[config.mk]
export PLATFORM = sky130hd
export DESIGN_NAME = spi_ram_arbiter
export DESIGN_NICKNAME = d
export VERILOG_FILES = /design/src/rtl/spi_ram_arb_pkg.sv /design/src/rtl/spi_ram_arb_rr.sv /design/src/rtl/spi_ram_arbiter.sv
export SDC_FILE = /design/constraint.sdc
export NUM_CORES = 1
export LEC_CHECK = 0
export BUFFER_PORTS_ARGS = -buffer_cell sky130_fd_sc_hd__buf_2
export CORE_MARGIN = 3
export CORE_UTILIZATION = 43
export CTS_CLUSTER_DIAMETER = 40
export CTS_CLUSTER_SIZE = 8
export DETAILED_ROUTE_END_ITERATION = 10
export HOLD_SLACK_MARGIN = 0.03
export MAX_ROUTING_LAYER = met4
export PLACE_DENSITY_LB_ADDON = 0.12
export SLEW_MARGIN = 20
export SYNTH_ARGS = -nofsm -noshare
export SYNTH_HDL_FRONTEND = slang
export SYNTH_SLANG_ARGS = --single-unit
[constraint.sdc]
create_clock -name clk -period 3.5 [get_ports clk]
set_input_delay 0.525 -clock clk [delete_from_list [all_inputs] [get_ports clk]]
set_output_delay 0.525 -clock clk [all_outputs]
set_load 0.005 [all_outputs]
[src/rtl/spi_ram_arb_pkg.sv]
`default_nettype none
// ============================================================================
// Module      : spi_ram_arb_pkg
// Description : Shared types and widths for the SPI RAM two-requester arbiter.
// Revision    : 1.0 - initial release
// ============================================================================
package spi_ram_arb_pkg;

    localparam int CMD_W  = 10;
    localparam int DATA_W = 8;

    // Command field carried in bits [9:8] of every word sent to the RAM
    typedef enum logic [1:0] {
        CMD_WR_ADDR = 2'b00,
        CMD_WR_DATA = 2'b01,
        CMD_RD_ADDR = 2'b10,
        CMD_RD_DATA = 2'b11
    } cmd_e;

    // Arbiter states
    typedef enum logic [1:0] {
        ST_IDLE    = 2'd0,
        ST_LOCKED  = 2'd1,
        ST_WAIT_RD = 2'd2
    } state_e;

endpackage : spi_ram_arb_pkg
`default_nettype wire

[src/rtl/spi_ram_arb_rr.sv]
`default_nettype none
// ============================================================================
// Module      : spi_ram_arb_rr
// Description : Two-way round-robin grant. The priority pointer moves to the
//               requester that did not own the transaction that just ended.
// Revision    : 1.0 - initial release
// ============================================================================
module spi_ram_arb_rr (
    input  logic clk,
    input  logic rst_n,
    input  logic valid0_i,
    input  logic valid1_i,
    input  logic end_i,
    input  logic end_owner_i,
    output logic grant_o,
    output logic any_o
);

    logic rr_q;

    // Pointer requester wins when it is valid, otherwise the other one
    always_comb begin
        grant_o = rr_q;
        if (rr_q ? !valid1_i : !valid0_i) begin
            grant_o = ~rr_q;
        end
    end

    assign any_o = valid0_i | valid1_i;

    // Hand priority to the non-owner whenever a transaction completes
    always_ff @(posedge clk or negedge rst_n) begin
        if (!rst_n) begin
            rr_q <= 1'b0;
        end else if (end_i) begin
            rr_q <= ~end_owner_i;
        end
    end

endmodule : spi_ram_arb_rr
`default_nettype wire

[src/rtl/spi_ram_arbiter.sv]
`default_nettype none
// ============================================================================
// Module      : spi_ram_arbiter
// Description : Shares the single-port RAM command interface between two
//               requesters. A requester keeps the RAM locked from its address
//               word until its data word (or read response) so the RAM's
//               internal address registers are never interleaved. Read data
//               is returned to the requester that issued the read.
//               Optional owner-stall watchdog: SPI_RAM_ARB_TIMEOUT_EN.
// Revision    : 1.0 - initial release
// ============================================================================
module spi_ram_arbiter
    import spi_ram_arb_pkg::*;
#(
    parameter int TIMEOUT = 255
) (
    input  logic              clk,
    input  logic              rst_n,
    input  logic              req0_valid_i,
    input  logic [CMD_W-1:0]  req0_data_i,
    output logic              req0_ready_o,
    input  logic              req1_valid_i,
    input  logic [CMD_W-1:0]  req1_data_i,
    output logic              req1_ready_o,
    output logic              rsp0_valid_o,
    output logic [DATA_W-1:0] rsp0_data_o,
    output logic              rsp1_valid_o,
    output logic [DATA_W-1:0] rsp1_data_o,
    output logic [CMD_W-1:0]  ram_din_o,
    output logic              ram_rx_valid_o,
    input  logic [DATA_W-1:0] ram_dout_i,
    input  logic              ram_tx_valid_i,
    output logic              timeout_err_o
);

    state_e             state_q;
    logic               owner_q;
    logic [CMD_W-1:0]   ram_din_q;
    logic               ram_rx_valid_q;
    logic               rsp0_valid_q;
    logic               rsp1_valid_q;
    logic [DATA_W-1:0]  rsp0_data_q;
    logic [DATA_W-1:0]  rsp1_data_q;

    logic               w_grant;
    logic               w_any;
    logic               w_rdy0;
    logic               w_rdy1;
    logic               w_acc;
    logic               w_src;
    logic [CMD_W-1:0]   w_word;
    cmd_e               w_cmd;
    logic               w_rsp;
    logic               w_expire;
    logic               w_end;
    logic               w_end_owner;

    spi_ram_arb_rr u_rr (
        .clk         (clk),
        .rst_n       (rst_n),
        .valid0_i    (req0_valid_i),
        .valid1_i    (req1_valid_i),
        .end_i       (w_end),
        .end_owner_i (w_end_owner),
        .grant_o     (w_grant),
        .any_o       (w_any)
    );

    // Readies depend only on state, owner, pointer and valids
    always_comb begin
        w_rdy0 = 1'b0;
        w_rdy1 = 1'b0;
        case (state_q)
            ST_IDLE: begin
                w_rdy0 = w_any && !w_grant;
                w_rdy1 = w_any &&  w_grant;
            end
            ST_LOCKED: begin
                w_rdy0 = !owner_q;
                w_rdy1 =  owner_q;
            end
            default: begin
                w_rdy0 = 1'b0;
                w_rdy1 = 1'b0;
            end
        endcase
    end

    // At most one ready is high, so the accepted source is simply ready1
    assign w_acc       = (req0_valid_i && w_rdy0) || (req1_valid_i && w_rdy1);
    assign w_src       = w_rdy1;
    assign w_word      = w_src ? req1_data_i : req0_data_i;
    assign w_cmd       = cmd_e'(w_word[CMD_W-1:CMD_W-2]);
    assign w_rsp       = (state_q == ST_WAIT_RD) && ram_tx_valid_i;
    assign w_end       = (w_acc && (w_cmd == CMD_WR_DATA)) || w_rsp || w_expire;
    assign w_end_owner = w_acc ? w_src : owner_q;

`ifdef SPI_RAM_ARB_TIMEOUT_EN
    localparam int CNT_W = $clog2(TIMEOUT + 1);

    logic [CNT_W-1:0] cnt_q;
    logic             timeout_err_q;

    // The cycle in which the stall count reaches TIMEOUT forces a release;
    // an accept or a read response in that same cycle takes precedence
    assign w_expire = (state_q != ST_IDLE) && !w_acc && !w_rsp &&
                      (cnt_q == CNT_W'(TIMEOUT - 1));

    // Stall counter: zero in IDLE and on every owner accept, counts otherwise
    always_ff @(posedge clk or negedge rst_n) begin
        if (!rst_n) begin
            cnt_q         <= '0;
            timeout_err_q <= 1'b0;
        end else begin
            timeout_err_q <= w_expire;
            if (w_acc || (state_q == ST_IDLE)) begin
                cnt_q <= '0;
            end else begin
                cnt_q <= cnt_q + 1'b1;
            end
        end
    end

    assign timeout_err_o = timeout_err_q;
`else
    assign w_expire = 1'b0;
    // No watchdog: the flag can never fire (a negative TIMEOUT is meaningless)
    assign timeout_err_o = (TIMEOUT < 0);
`endif

    // Main FSM: forwards accepted words, routes read data, releases the lock
    always_ff @(posedge clk or negedge rst_n) begin
        if (!rst_n) begin
            state_q        <= ST_IDLE;
            owner_q        <= 1'b0;
            ram_din_q      <= '0;
            ram_rx_valid_q <= 1'b0;
            rsp0_valid_q   <= 1'b0;
            rsp1_valid_q   <= 1'b0;
            rsp0_data_q    <= '0;
            rsp1_data_q    <= '0;
        end else begin
            ram_rx_valid_q <= 1'b0;
            rsp0_valid_q   <= 1'b0;
            rsp1_valid_q   <= 1'b0;
            if (w_acc) begin
                owner_q        <= w_src;
                ram_din_q      <= w_word;
                ram_rx_valid_q <= 1'b1;
                case (w_cmd)
                    CMD_WR_DATA: state_q <= ST_IDLE;
                    CMD_RD_DATA: state_q <= ST_WAIT_RD;
                    default:     state_q <= ST_LOCKED;
                endcase
            end else if (w_rsp) begin
                if (owner_q) begin
                    rsp1_data_q  <= ram_dout_i;
                    rsp1_valid_q <= 1'b1;
                end else begin
                    rsp0_data_q  <= ram_dout_i;
                    rsp0_valid_q <= 1'b1;
                end
                state_q <= ST_IDLE;
            end else if (w_expire) begin
                state_q <= ST_IDLE;
            end
        end
    end

    assign req0_ready_o   = w_rdy0;
    assign req1_ready_o   = w_rdy1;
    assign ram_din_o      = ram_din_q;
    assign ram_rx_valid_o = ram_rx_valid_q;
    assign rsp0_valid_o   = rsp0_valid_q;
    assign rsp0_data_o    = rsp0_data_q;
    assign rsp1_valid_o   = rsp1_valid_q;
    assign rsp1_data_o    = rsp1_data_q;

endmodule : spi_ram_arbiter
`default_nettype wire

After elaboration in Yosys (flattened, before gate mapping) --
Cells that the tools add are included.
Operators by class: muxes and demuxes 16, order comparisons 0, reductions and logical operators 16, divide/modulo/power cells 0, equal/unequal tests 4, multiply operators 0, shift operators 0, bitwise operators 5, add/subtract/negate cells 0
Operator list (count):
- two-way mux 1 bit | 10
- two-way mux 10 bit | 1
- logical AND 1 bit | 6
- AND reduction 3 bit | 2
- equality test 2 x 1 -> 1 bit, second input constant | 2
- equality test 2 bit, second input constant | 2
- logical NOT 1 bit | 4
- two-way mux 2 bit | 2
- inverter 1 bit | 4
- one-hot mux 1 bit (2 select lines) | 2
- one-hot mux 2 bit (2 select lines) | 1
- logical NOT 2 bit | 1
- logical OR 1 bit | 2
- nonzero test 2 bit | 1
- OR 1 bit | 1
Word-level totals: word-level logic and storage cells 50, bits of input ports 33, memory bits (writable) 0, bits in latches 0, memories kept 0, output and inout bits 32, ROM bits 0, bits in registers 33

Longest topological paths before layout --
depth in word-level cells 10, mapped depth 6, depth with buffers taken out 5

By module --
From an unflattened synthesis, not the netlist that was laid out.
Second synthesis, totals: cell total of the unflattened synthesis 102, area, all modules 1488.9 um^2
By module, submodules not included:
- spi_ram_arbiter | area an instance 1435.1 um^2, sequential area each 800.8 um^2, times used 1, cells an instance 96
- spi_ram_arb_rr | area an instance 53.8 um^2, sequential area each 25.0 um^2, times used 1, cells an instance 6

Worst setup path before layout --
OpenSTA, ideal clock, no wires.
kind in2out, start point input req0_valid_i, end point output req1_ready_o, arrival 1100 ps, slack 1875 ps, stages on the path 3, data required time 2975 ps, cell sequence and2b_1 o21a_2 nor2_8
On the way: word-level cells in the longest chain between the ends 5
Ends and longest elaborated chain:
- start, declared | RTL line spi_ram_arbiter.sv:19 | input logic req0_valid_i,
- logical NOT 1 bit | RTL line spi_ram_arb_rr.sv:24 | if (rr_q ? !valid1_i : !valid0_i) begin
- two-way mux 1 bit (2 in a row) | RTL line spi_ram_arb_rr.sv:24
- logical AND 1 bit (*) | RTL line spi_ram_arbiter.sv:76 | w_rdy1 = w_any && w_grant;
- one-hot mux 1 bit (2 select lines) (*) | RTL line spi_ram_arbiter.sv:73 | case (state_q)
- end, declared | RTL line spi_ram_arbiter.sv:24 | output logic req1_ready_o,
Mark *: on every way between the ends. The rest lies on a longest branch, timed or not.

Worst setup path after layout --
start point register state_q[0], end point output req1_ready_o
On the way: word-level cells in the longest chain between the ends 2
Ends and longest elaborated chain:
- start, declared | RTL line spi_ram_arbiter.sv:36 | state_e state_q;
- start signal, assigned | RTL line spi_ram_arbiter.sv:134 | state_q <= ST_IDLE;
- start signal, assigned | RTL line spi_ram_arbiter.sv:151 | CMD_WR_DATA: state_q <= ST_IDLE;
- start signal, assigned | RTL line spi_ram_arbiter.sv:152 | CMD_RD_DATA: state_q <= ST_WAIT_RD;
- equality test 2 x 1 -> 1 bit or logical NOT 2 bit (tied branches) | RTL line spi_ram_arbiter.sv:73
- one-hot mux 1 bit (2 select lines) (*) | RTL line spi_ram_arbiter.sv:73
Marked as above.

==> impl_metrics.py <==
metrics = {
    "grt": {
        "grt_start_max_net_pins": 34,
        "grt.overflow.total": 0,
        "grt_first_pass_wirelength_mm": 5.00,
        "antenna_found_initial": 0,
        "grt_usage": 0.166,
        "first_global_vias": 1176,
    },
    "power_and_ir_drop": {
        "vdd_drop_max_mv": 0.321,
        "power_density_nw_per_um2": 832,
        "cellLeakagePower_nw": 0.978,
    },
    "detailed_routing": {
        "drt_drc_violations_left": 0,
        "dr.max_layer_used": "met4",
        "drt_iter0_markers": 68,
        "met3_wl_post_dr_um": 238,
        "detail_route.wl_per_cell_um": 12.3,
        "num_vias": 1132,
        "vias_per_cell": 4.74,
        "wl_met2_mm": 1.39,
        "route.layer.met1.wl_mm": 1.26,
        "postRouteWirelength_mm": 2.93,
        "drt_pre_antenna_iters": 4,
        "antenna_violating_nets_post_route": 0,
    },
    "final_layout": {
        "antenna_cells": 0,
        "post_route_cells_drive_above_1_share": 0.426,
        "area.growth.synth_to_final_pct": 28.0,
        "final_nets": 228,
        "layout.cells.non_filler": 239,
    },
    "synth": {
        "synth_top_cell_area_share": 0.580,
        "ys_dominant_reg_cell": "sky130_fd_sc_hd__dfrtp_1",
        "mapped_nets": 162,
        "ys_top_cells_by_count": "37 x sky130_fd_sc_hd__nand2_1, 33 x sky130_fd_sc_hd__dfrtp_1, 10 x sky130_fd_sc_hd__mux2i_1",
        "post_synth_num_cell_types": 29,
        "synth_area_um2": 1420,
        "post-synth-top-area-cell": "sky130_fd_sc_hd__dfrtp_1",
        "syn_avg_cell_area_um2": 11.0,
        "synth_seq_area_share": 0.580,
        "synth_enable_flop_cells": 0,
        "synthArstFlopShare": 1.00,
        "syn_inst": 129,
        "synth.most_common_cell": "sky130_fd_sc_hd__nand2_1",
        "netlist_top_cells_area": "sky130_fd_sc_hd__dfrtp_1 58%, sky130_fd_sc_hd__nand2_1 9.8%, sky130_fd_sc_hd__mux2i_1 7.0%, sky130_fd_sc_hd__mux2_2 6.3%, sky130_fd_sc_hd__o21ai_0 2.1%",
        "ys_ff_latch": 33,
        "ys_warn_count": 0,
    },
    "critical_path": {
        "worst-endpoint-arrival_ns": 1.58,
        "rr_startpoint": "state_q[1]",
        "crit_start": "state_q[0]",
        "worst-path-max-fanout": 9,
        "worst_ep_required_time_ns": 2.97,
        "timing.critical_path.from_type": "flip-flop",
        "slowest_stage": "sky130_fd_sc_hd__dfrtp_1",
        "worstPathCellList": "nand2b_1 -> o21a_2 -> nor2_8 -> buf_2",
        "timing.critical_path.slowest_cell_delay_ns": 0.43,
        "end_kind": "output port",
        "timing_worst_setup_path_type": "flip-flop to output port",
    },
    "place": {
        "portBuffers": 63,
        "placed_cells": 232,
        "routability_congestion_estimate_from_global_placement": 0.844,
        "place.detailed.hpwl_mm": 2.27,
        "detailedPlace.worstSlack_ns": 1.54,
    },
    "sta": {
        "period_needed_ns": 2.11,
        "skew_ns": 0.00784,
        "timing.final.setup_violations": 0,
        "finalSetupTns_ns": 0,
        "finalHoldViolations": 0,
        "timing.final.ws_setup_ns": 1.39,
        "finalMaxSlewViolations": 0,
        "min_period_over_period": 0.602,
        "tightest_slew_ns": 0.693,
        "grt_setup_unrepaired": "false",
        "fmax_mhz": 475,
        "maxSlewHeadroom": 0.538,
    },
    "clock_tree": {
        "worst_skew_pair.late_latency_ns": 0.33,
        "cts-hold-fix-buffers": 0,
        "cts.sinks": 33,
        "clk_transition_reported_paths_ns": 0.09,
        "cts-resized-gates": 0,
        "maximum_level_of_the_cts_h_tree": 2,
        "cts_root_buffer": "sky130_fd_sc_hd__clkbuf_4",
        "cts_buffers": 5,
        "ctsLongestPathBuffers": 2,
        "cts_tree": "done",
        "post_cts.repair.setup_buffers": 0,
    },
    "worst_hold_path": {
        "hold_wc_path_type": "primary input to asynchronous set/reset pin",
    },
    "run": {
        "max_cap_violations": 0,
    },
    "floorplan": {
        "die_height_um": 63.5,
        "die_area_um2": 4030,
        "chipWidth_um": 63.5,
        "design.core.area_um2": 3100,
        "i_o_pins": 65,
        "std_cell_rows": 20,
        "initial_utilization": 0.458,
    },
    "run_status": {
        "status": "finished clean",
    },
}
-- worst max-delay path: cells and delay by family, from the launching register on --
family,cells,cell delay [ns]
simple gates,2,0.40
compound gates,1,0.28
buf+inv,1,0.15
flops,1,0.43
-- where the power goes --
part / leakage [nW] / switching, W / internal, W / total [W]
Sequential: 0.406 / 0.000114 / 0.000559 / 0.000673
Clock: 0.0314 / 0.000113 / 0.0000947 / 0.000208
Combinational: 0.541 / 0.000313 / 0.000321 / 0.000634
Total: 0.978 / 0.000540 / 0.000975 / 0.00151
-- layer usage --
layer | vias up | global-route usage
met3 | 8 | 0.0642
li1 | 556 | -
met1 | 520 | 0.186
met2 | 48 | 0.272
met5 | - | -
met4 | 0 | 0.0566
-- layout by cell type, fill, tap and decap left out --
cell and instances:
sky130_fd_sc_hd__a21o_1 1, sky130_fd_sc_hd__a21oi_1 3, sky130_fd_sc_hd__a22o_1 1, sky130_fd_sc_hd__and2b_1 1
sky130_fd_sc_hd__buf_2 63, sky130_fd_sc_hd__clkbuf_1 1, sky130_fd_sc_hd__clkbuf_4 5, sky130_fd_sc_hd__clkbuf_8 1
sky130_fd_sc_hd__clkinv_1 1, sky130_fd_sc_hd__conb_1 1, sky130_fd_sc_hd__dfrtp_1 33, sky130_fd_sc_hd__inv_1 3
sky130_fd_sc_hd__mux2_2 8, sky130_fd_sc_hd__mux2_4 1, sky130_fd_sc_hd__mux2i_1 10, sky130_fd_sc_hd__nand2_1 37
sky130_fd_sc_hd__nand2b_1 3, sky130_fd_sc_hd__nand3_1 2, sky130_fd_sc_hd__nand4_1 1, sky130_fd_sc_hd__nor2_1 3
sky130_fd_sc_hd__nor2_2 1, sky130_fd_sc_hd__nor2_8 1, sky130_fd_sc_hd__o211ai_1 2, sky130_fd_sc_hd__o21a_2 1
sky130_fd_sc_hd__o21ai_0 6, sky130_fd_sc_hd__o21ai_1 2, sky130_fd_sc_hd__o31ai_1 1, sky130_fd_sc_hd__o31ai_2 1
sky130_fd_sc_hd__or3_4 1
-- cell type report --
class / instances / area, um2
Timing Repair Buffer: 63 / 315
Multi-Input combinational cell: 88 / 554
Inverter: 4 / 15.0
Fill cell: 295 / 1280
Clock buffer: 7 / 55.1
Tap cell: 44 / 55.1
Sequential cell: 33 / 826
-- through the flow --
step	instance area, um2	util	total power [W]	hold slack [ns]
6_report	1820	0.587	0.00151	0.237
5_1_grt	1820	0.587	0.00165	0.275
4_1_cts	1820	0.587	0.00154	0.245
3_5_place_dp	1770	0.569	0.00133	0.464
3_3_place_gp	1770	0.569	0.00130	0.453
2_1_floorplan	1420	-	0.00107	0.229
-- state kept, by name, summed over array words and instances (netlist names), named ones only --
signal / cells
rsp0_valid_o: 1
u_rr.rr_q: 1
rsp1_valid_o: 1
ram_rx_valid_o: 1
rsp1_data_o: 8
ram_din_o: 10
state_q: 2
rsp0_data_o: 8
-- worst paths after layout --
check                                 end  slack (ns)  cells after the start
max in group asynchronous    rsp1_valid_o        2.82                      1
min in group clk           rsp1_data_o[2]        0.40                      3
min                        rsp0_data_o[1]        0.24                      1
max reg2reg                rsp0_data_o[5]        1.70                      3
max                          req1_ready_o        1.39                      4
min reg2reg                rsp1_data_o[3]        0.48                      2
-- logic make-up (layout without fill, tap and decap cells) --
family / count (synthesis) / count (layout) / synth area share
DFF: 33 / 33 / 0.580
muxes: 19 / 19 / 0.144
AOI/OAI and AO/OA: 18 / 18 / 0.0809
buffers and inverters: 8 / 74 / 0.0299
and+or+nand+nor: 50 / 50 / 0.162
other: 1 / 1 / 0.00264
No activity file was read; power rests on OpenSTA's default activity.
